### src/rtl/led_trail_pwm.sv
// PWM fade-trail for an LED chaser: each lit channel fades out linearly, or
// quadratically when LED_TRAIL_GAMMA_EN is defined.
`timescale 1ns/1ps

module led_trail_lane #(
  parameter int PWM_BITS = 8
) (
  input  logic                CLK_i,
  input  logic                RSTn_i,
  input  logic                led_i,
  input  logic                tick_i,
  input  logic [PWM_BITS-1:0] pwm_i,
  output logic                led_o
);
  localparam logic [PWM_BITS-1:0] LEVEL_MAX = '1;
  localparam logic [PWM_BITS-1:0] LVL_ONE   = PWM_BITS'(1);

  logic [PWM_BITS-1:0] level_q, level_d;
  logic [PWM_BITS-1:0] duty;
  logic                led_q, led_d;

  // A lit input outranks a coincident decay tick.
  always_comb begin
    level_d = level_q;
    if (led_i)
      level_d = LEVEL_MAX;
    else if (tick_i && (level_q != '0))
      level_d = level_q - LVL_ONE;
  end

`ifdef LED_TRAIL_GAMMA_EN
  logic [2*PWM_BITS-1:0] sq;
  assign sq   = level_q * level_q;
  assign duty = PWM_BITS'(sq >> PWM_BITS);
`else
  assign duty = level_q;
`endif

  // Full level bypasses the comparator so a held input never flickers.
  assign led_d = (level_q == LEVEL_MAX) || (pwm_i < duty);

  always_ff @(posedge CLK_i or negedge RSTn_i) begin
    if (!RSTn_i) begin
      level_q <= '0;
      led_q   <= 1'b0;
    end else begin
      level_q <= level_d;
      led_q   <= led_d;
    end
  end

  assign led_o = led_q & RSTn_i;
endmodule

module led_trail_pwm #(
  parameter int          LED_NUM      = 8,
  parameter int          PWM_BITS     = 8,
  parameter int unsigned DECAY_CYCLES = 32'd250_000
) (
  input  logic               CLK_i,
  input  logic               RSTn_i,
  input  logic [LED_NUM-1:0] LED_i,
  output logic [LED_NUM-1:0] LED_o
);
  localparam logic [31:0]         DECAY_LAST = 32'(DECAY_CYCLES - 1);
  localparam logic [PWM_BITS-1:0] PWM_ONE    = PWM_BITS'(1);

  logic [PWM_BITS-1:0] pwm_cnt_q, pwm_cnt_d;
  logic [31:0]         decay_cnt_q, decay_cnt_d;
  logic                decay_tick;

  assign decay_tick  = (decay_cnt_q == DECAY_LAST);
  assign decay_cnt_d = decay_tick ? 32'd0 : decay_cnt_q + 32'd1;
  assign pwm_cnt_d   = pwm_cnt_q + PWM_ONE;

  always_ff @(posedge CLK_i or negedge RSTn_i) begin
    if (!RSTn_i) begin
      pwm_cnt_q   <= '0;
      decay_cnt_q <= '0;
    end else begin
      pwm_cnt_q   <= pwm_cnt_d;
      decay_cnt_q <= decay_cnt_d;
    end
  end

  for (genvar k = 0; k < LED_NUM; k++) begin : g_lane
    led_trail_lane #(.PWM_BITS(PWM_BITS)) u_lane (
      .CLK_i  (CLK_i),
      .RSTn_i (RSTn_i),
      .led_i  (LED_i[k]),
      .tick_i (decay_tick),
      .pwm_i  (pwm_cnt_q),
      .led_o  (LED_o[k])
    );
  end
endmodule

### config.mk
export PLATFORM = sky130hd
export DESIGN_NAME = led_trail_pwm
export DESIGN_NICKNAME = d
export VERILOG_FILES = /design/src/rtl/led_trail_pwm.sv
export SDC_FILE = /design/constraint.sdc
export NUM_CORES = 1
export LEC_CHECK = 0
export CORE_MARGIN = 5
export CORE_UTILIZATION = 25
export CTS_BUF_LIST = sky130_fd_sc_hd__clkbuf_8
export DETAILED_ROUTE_END_ITERATION = 7
export PLACE_DENSITY_LB_ADDON = 0.25
export SLEW_MARGIN = 5
export SYNTH_ARGS = -nofsm -noshare
export SYNTH_HDL_FRONTEND = slang
export SYNTH_SLANG_ARGS = --single-unit
### constraint.sdc
create_clock -name CLK_i -period 5.23 [get_ports CLK_i]
set_input_delay 1.3075 -clock CLK_i [delete_from_list [all_inputs] [get_ports CLK_i]]
set_output_delay 1.3075 -clock CLK_i [all_outputs]
set_load 0.02 [all_outputs]
==> impl_metrics.json <==
{
  "drv_cap": 0,
  "worst-path-max-fanout": 29,
  "start_util_pct": 25.5,
  "cts_tree": "built",
  "yosys_warnings": 0,
  "syn_inst": 761,
  "holdPathEnd": "decay_cnt_q[0]",
  "async_flop_share_pct": 100,
  "clock_latency_ps": 390,
  "r2r_end": "g_lane[2].u_lane.duty[2]",
  "grt_pass1_vias": 5774,
  "final_nets": 866,
  "fin_crit_ps": 3750,
  "synth_edf_count": 0,
  "synth_area_um2": 7380,
  "clock_sinks": 112,
  "post_dp_cell_area_um2": 7950,
  "pre_cts_slack_ps": 1410,
  "die_w_um": 182,
  "rows": 62,
  "clockBufferDepth": 2,
  "wl_per_cell_um": 15.3,
  "clk_pin_slew_ps": 100,
  "cts-htree-levels": 3,
  "yosys-top-cells-area": "dfrtp_1, ha_1, xnor2_1, inv_1, nand4_1",
  "finalCritPeriodShare_pct": 71.7,
  "cts_resized": 0,
  "antenna_found_initial": 0,
  "area_delta_synth_final_pct": 10.5,
  "fill_cells": 3030,
  "critPathKind": "input pin to primary output",
  "path_cells": "buf_4, and2_1, clkdlybuf4s50_1",
  "cts_made_buffers": 9,
  "routed_wl_mm": 17.8,
  "postCtsSetupBuffers": 0,
  "fin_area_um2": 8150,
  "cts-root-buf": "clkbuf_8",
  "final-setup-viol-count": 0,
  "leakagePower_nw": 3.91,
  "portBuffers": 17,
  "yosysTopAreaCell": "dfrtp_1",
  "syn_nets": 853,
  "viasPerCell": 4.75,
  "track_usage_pct": 11.2,
  "avgSynthCellArea_um2": 9.69,
  "ff2ff_path_depth": 5,
  "r2r_setup_slack_ps": 2280,
  "drc": 0,
  "maxSlewHeadroom_pct": 26.1,
  "critPathSlowestCell": "clkdlybuf4s50_1",
  "layout-drive-gt1-share_pct": 6.29,
  "core_area_um2": 28900,
  "setup-tns-final_ps": 0,
  "synth-simple-area-share_pct": 24.2,
  "synthDominantCellAreaShare_pct": 38.0,
  "ir_drop_mv": 0.107,
  "gp_congestion": 0.774,
  "yosysSeqAreaShare_pct": 38.0,
  "hold_path.class": "flip-flop to flip-flop",
  "antenna_cells": 0,
  "rsz0062_at_grt": "false",
  "drt_iter0_drc": 306,
  "hold_depth": 1,
  "cp_slowest_stage_delay_ps": 600,
  "cp.arrival_ps": 2440,
  "fmax_ghz": 0.267,
  "finalMaxSlewViolations": 0,
  "design.portCount": 18,
  "fin_skew_ps": 17.9,
  "detail_route.first_pass.iterations": 4,
  "synth.mux.area_fraction_pct": 0.678,
  "reg2reg_from": "decay_cnt_q[24]",
  "dieArea_um2": 33000,
  "synth_xor_area_share_pct": 6.53,
  "gr-total-overflow": 0,
  "worst_slack_ps": 1480,
  "start_kind": "input pin",
  "synth-compound-area-share_pct": 11.1,
  "synth-seq-cells": 112,
  "via_count": 5530,
  "synth_top_family_by_area": "simple AND/OR/NAND/NOR gates",
  "antenna_left": 0,
  "grt_max_degree": 51,
  "synth_ff_type": "dfrtp_1",
  "worstMarginPinSlew_ps": 1110,
  "power_density_nw_per_um2": 180,
  "status": "complete, no violations",
  "synth_fa_ha_area_share_pct": 13.9,
  "synth_cell_type_count": 51,
  "hold_violations": 0,
  "worstHoldStart": "decay_cnt_q[0]",
  "crit_required_ps": 3920,
  "dp_hpwl_mm": 12.6,
  "dieHeight_um": 182,
  "grt_pass1_wl_mm": 30.4,
  "cts_hold_buf": 0,
  "cp-end-kind": "primary output"
}
==> layout by cell type, fill, tap and decap left out, drive strengths merged, types with 5 or more instances in the layout <==
cell type | Yosys | routed
xnor2 | 41 | 41
mux2i | 5 | 5
and4 | 14 | 14
o211ai | 10 | 10
ha | 82 | 82
dfrtp | 112 | 112
a31oi | 8 | 8
clkdlybuf4s50 | 0 | 16
inv | 78 | 80
xor2 | 14 | 14
and2 | 11 | 11
nor4 | 24 | 24
nand2b | 10 | 10
o221ai | 8 | 8
buf | 14 | 6
nand3 | 36 | 36
a21oi | 26 | 26
nor4b | 9 | 9
clkbuf | 6 | 9
nand4 | 47 | 47
nor2 | 45 | 45
o21ai | 21 | 21
a311o | 5 | 5
nor3 | 18 | 18
a21o | 22 | 22
nand2 | 32 | 32
a211oi | 12 | 12
and3 | 19 | 19
or4 | 8 | 8
==> per-stage QoR <==
step | hold slack [ps] | std cells | utilization (%) | total power, mW
after floorplan | 455 | 761 | - | 0.899
after global placement | 482 | 1147 | 27.5 | 0.936
after detailed placement | 476 | 1147 | 27.5 | 0.936
after CTS | 491 | 1163 | 28.2 | 1.50
after global routing | 508 | 1163 | 28.2 | 1.53
final | 486 | 1163 | 28.2 | 1.46
==> registers in the layout, summed over array words and instances (netlist names) <==
signal and flops:
g_lane.u_lane.led_q 8, g_lane.u_lane.duty 64, pwm_cnt_q 8, decay_cnt_q 32
==> cell type report <==
class | instances | area, um2 | share of cell area, %
Clock buffer | 9 | 124 | 1.52
Clock inverter | 7 | 77.6 | 0.952
Inverter | 78 | 293 | 3.59
Multi-Input combinational cell | 551 | 4170 | 51.1
Sequential cell | 112 | 2800 | 34.4
Tap cell | 384 | 480 | 5.89
Timing Repair Buffer | 22 | 205 | 2.52
==> synth_stat cells, types with 8 or more instances <==
library cell,instances
nor3_1,12
a21o_1,22
xor2_1,14
a211oi_1,12
nand3_1,36
and2_1,11
nand4_1,45
nand2b_1,10
a21oi_1,26
ha_1,82
xnor2_1,41
o211ai_1,10
and4_1,14
o21ai_0,19
nor2_1,45
dfrtp_1,112
a31oi_1,8
buf_4,9
nor4_1,17
and3_1,19
nand2_1,32
o221ai_1,8
inv_1,78
==> worst max-delay path by stage <==
stage	startpoint	end	slack [ps]	cells after the start
5_1_grt	RSTn_i	LED_o[7]	1350	3
2_1_floorplan	RSTn_i	LED_o[0]	2360	2
3_3_place_gp	RSTn_i	LED_o[4]	1420	3
3_5_place_dp	RSTn_i	LED_o[1]	1410	3
4_1_cts	RSTn_i	LED_o[1]	1410	3
6_report	RSTn_i	LED_o[1]	1480	3
==> power breakdown <==
| group | switching (mW) | internal, mW |
|---|---|---|
| combinational | 0.0347 | 0.0155 |
| sequential | 0.000000000000000448 | 0.865 |
| clock | 0.322 | 0.226 |
==> layer usage <==
layer	share of wire, %	global-route usage [%]
met1	50	15.1
met2	47	18.7
met4	0.44	2.13
met3	2.4	2.26
met5	0	0
==> cells by family after synthesis <==
family,after synthesis
adders and majority gates,82
AOI/OAI and AO/OA,122
and+or+nand+nor,287
DFF,112
muxes,5
buffers and inverters,98
xor gates and xnor gates,55
==> critical path, delay by kind of cell <==
kind	cells	cell delay, ps
and+or+nand+nor	1	190
buffers and inverters	2	920
(Power assumes the default switching activity.)
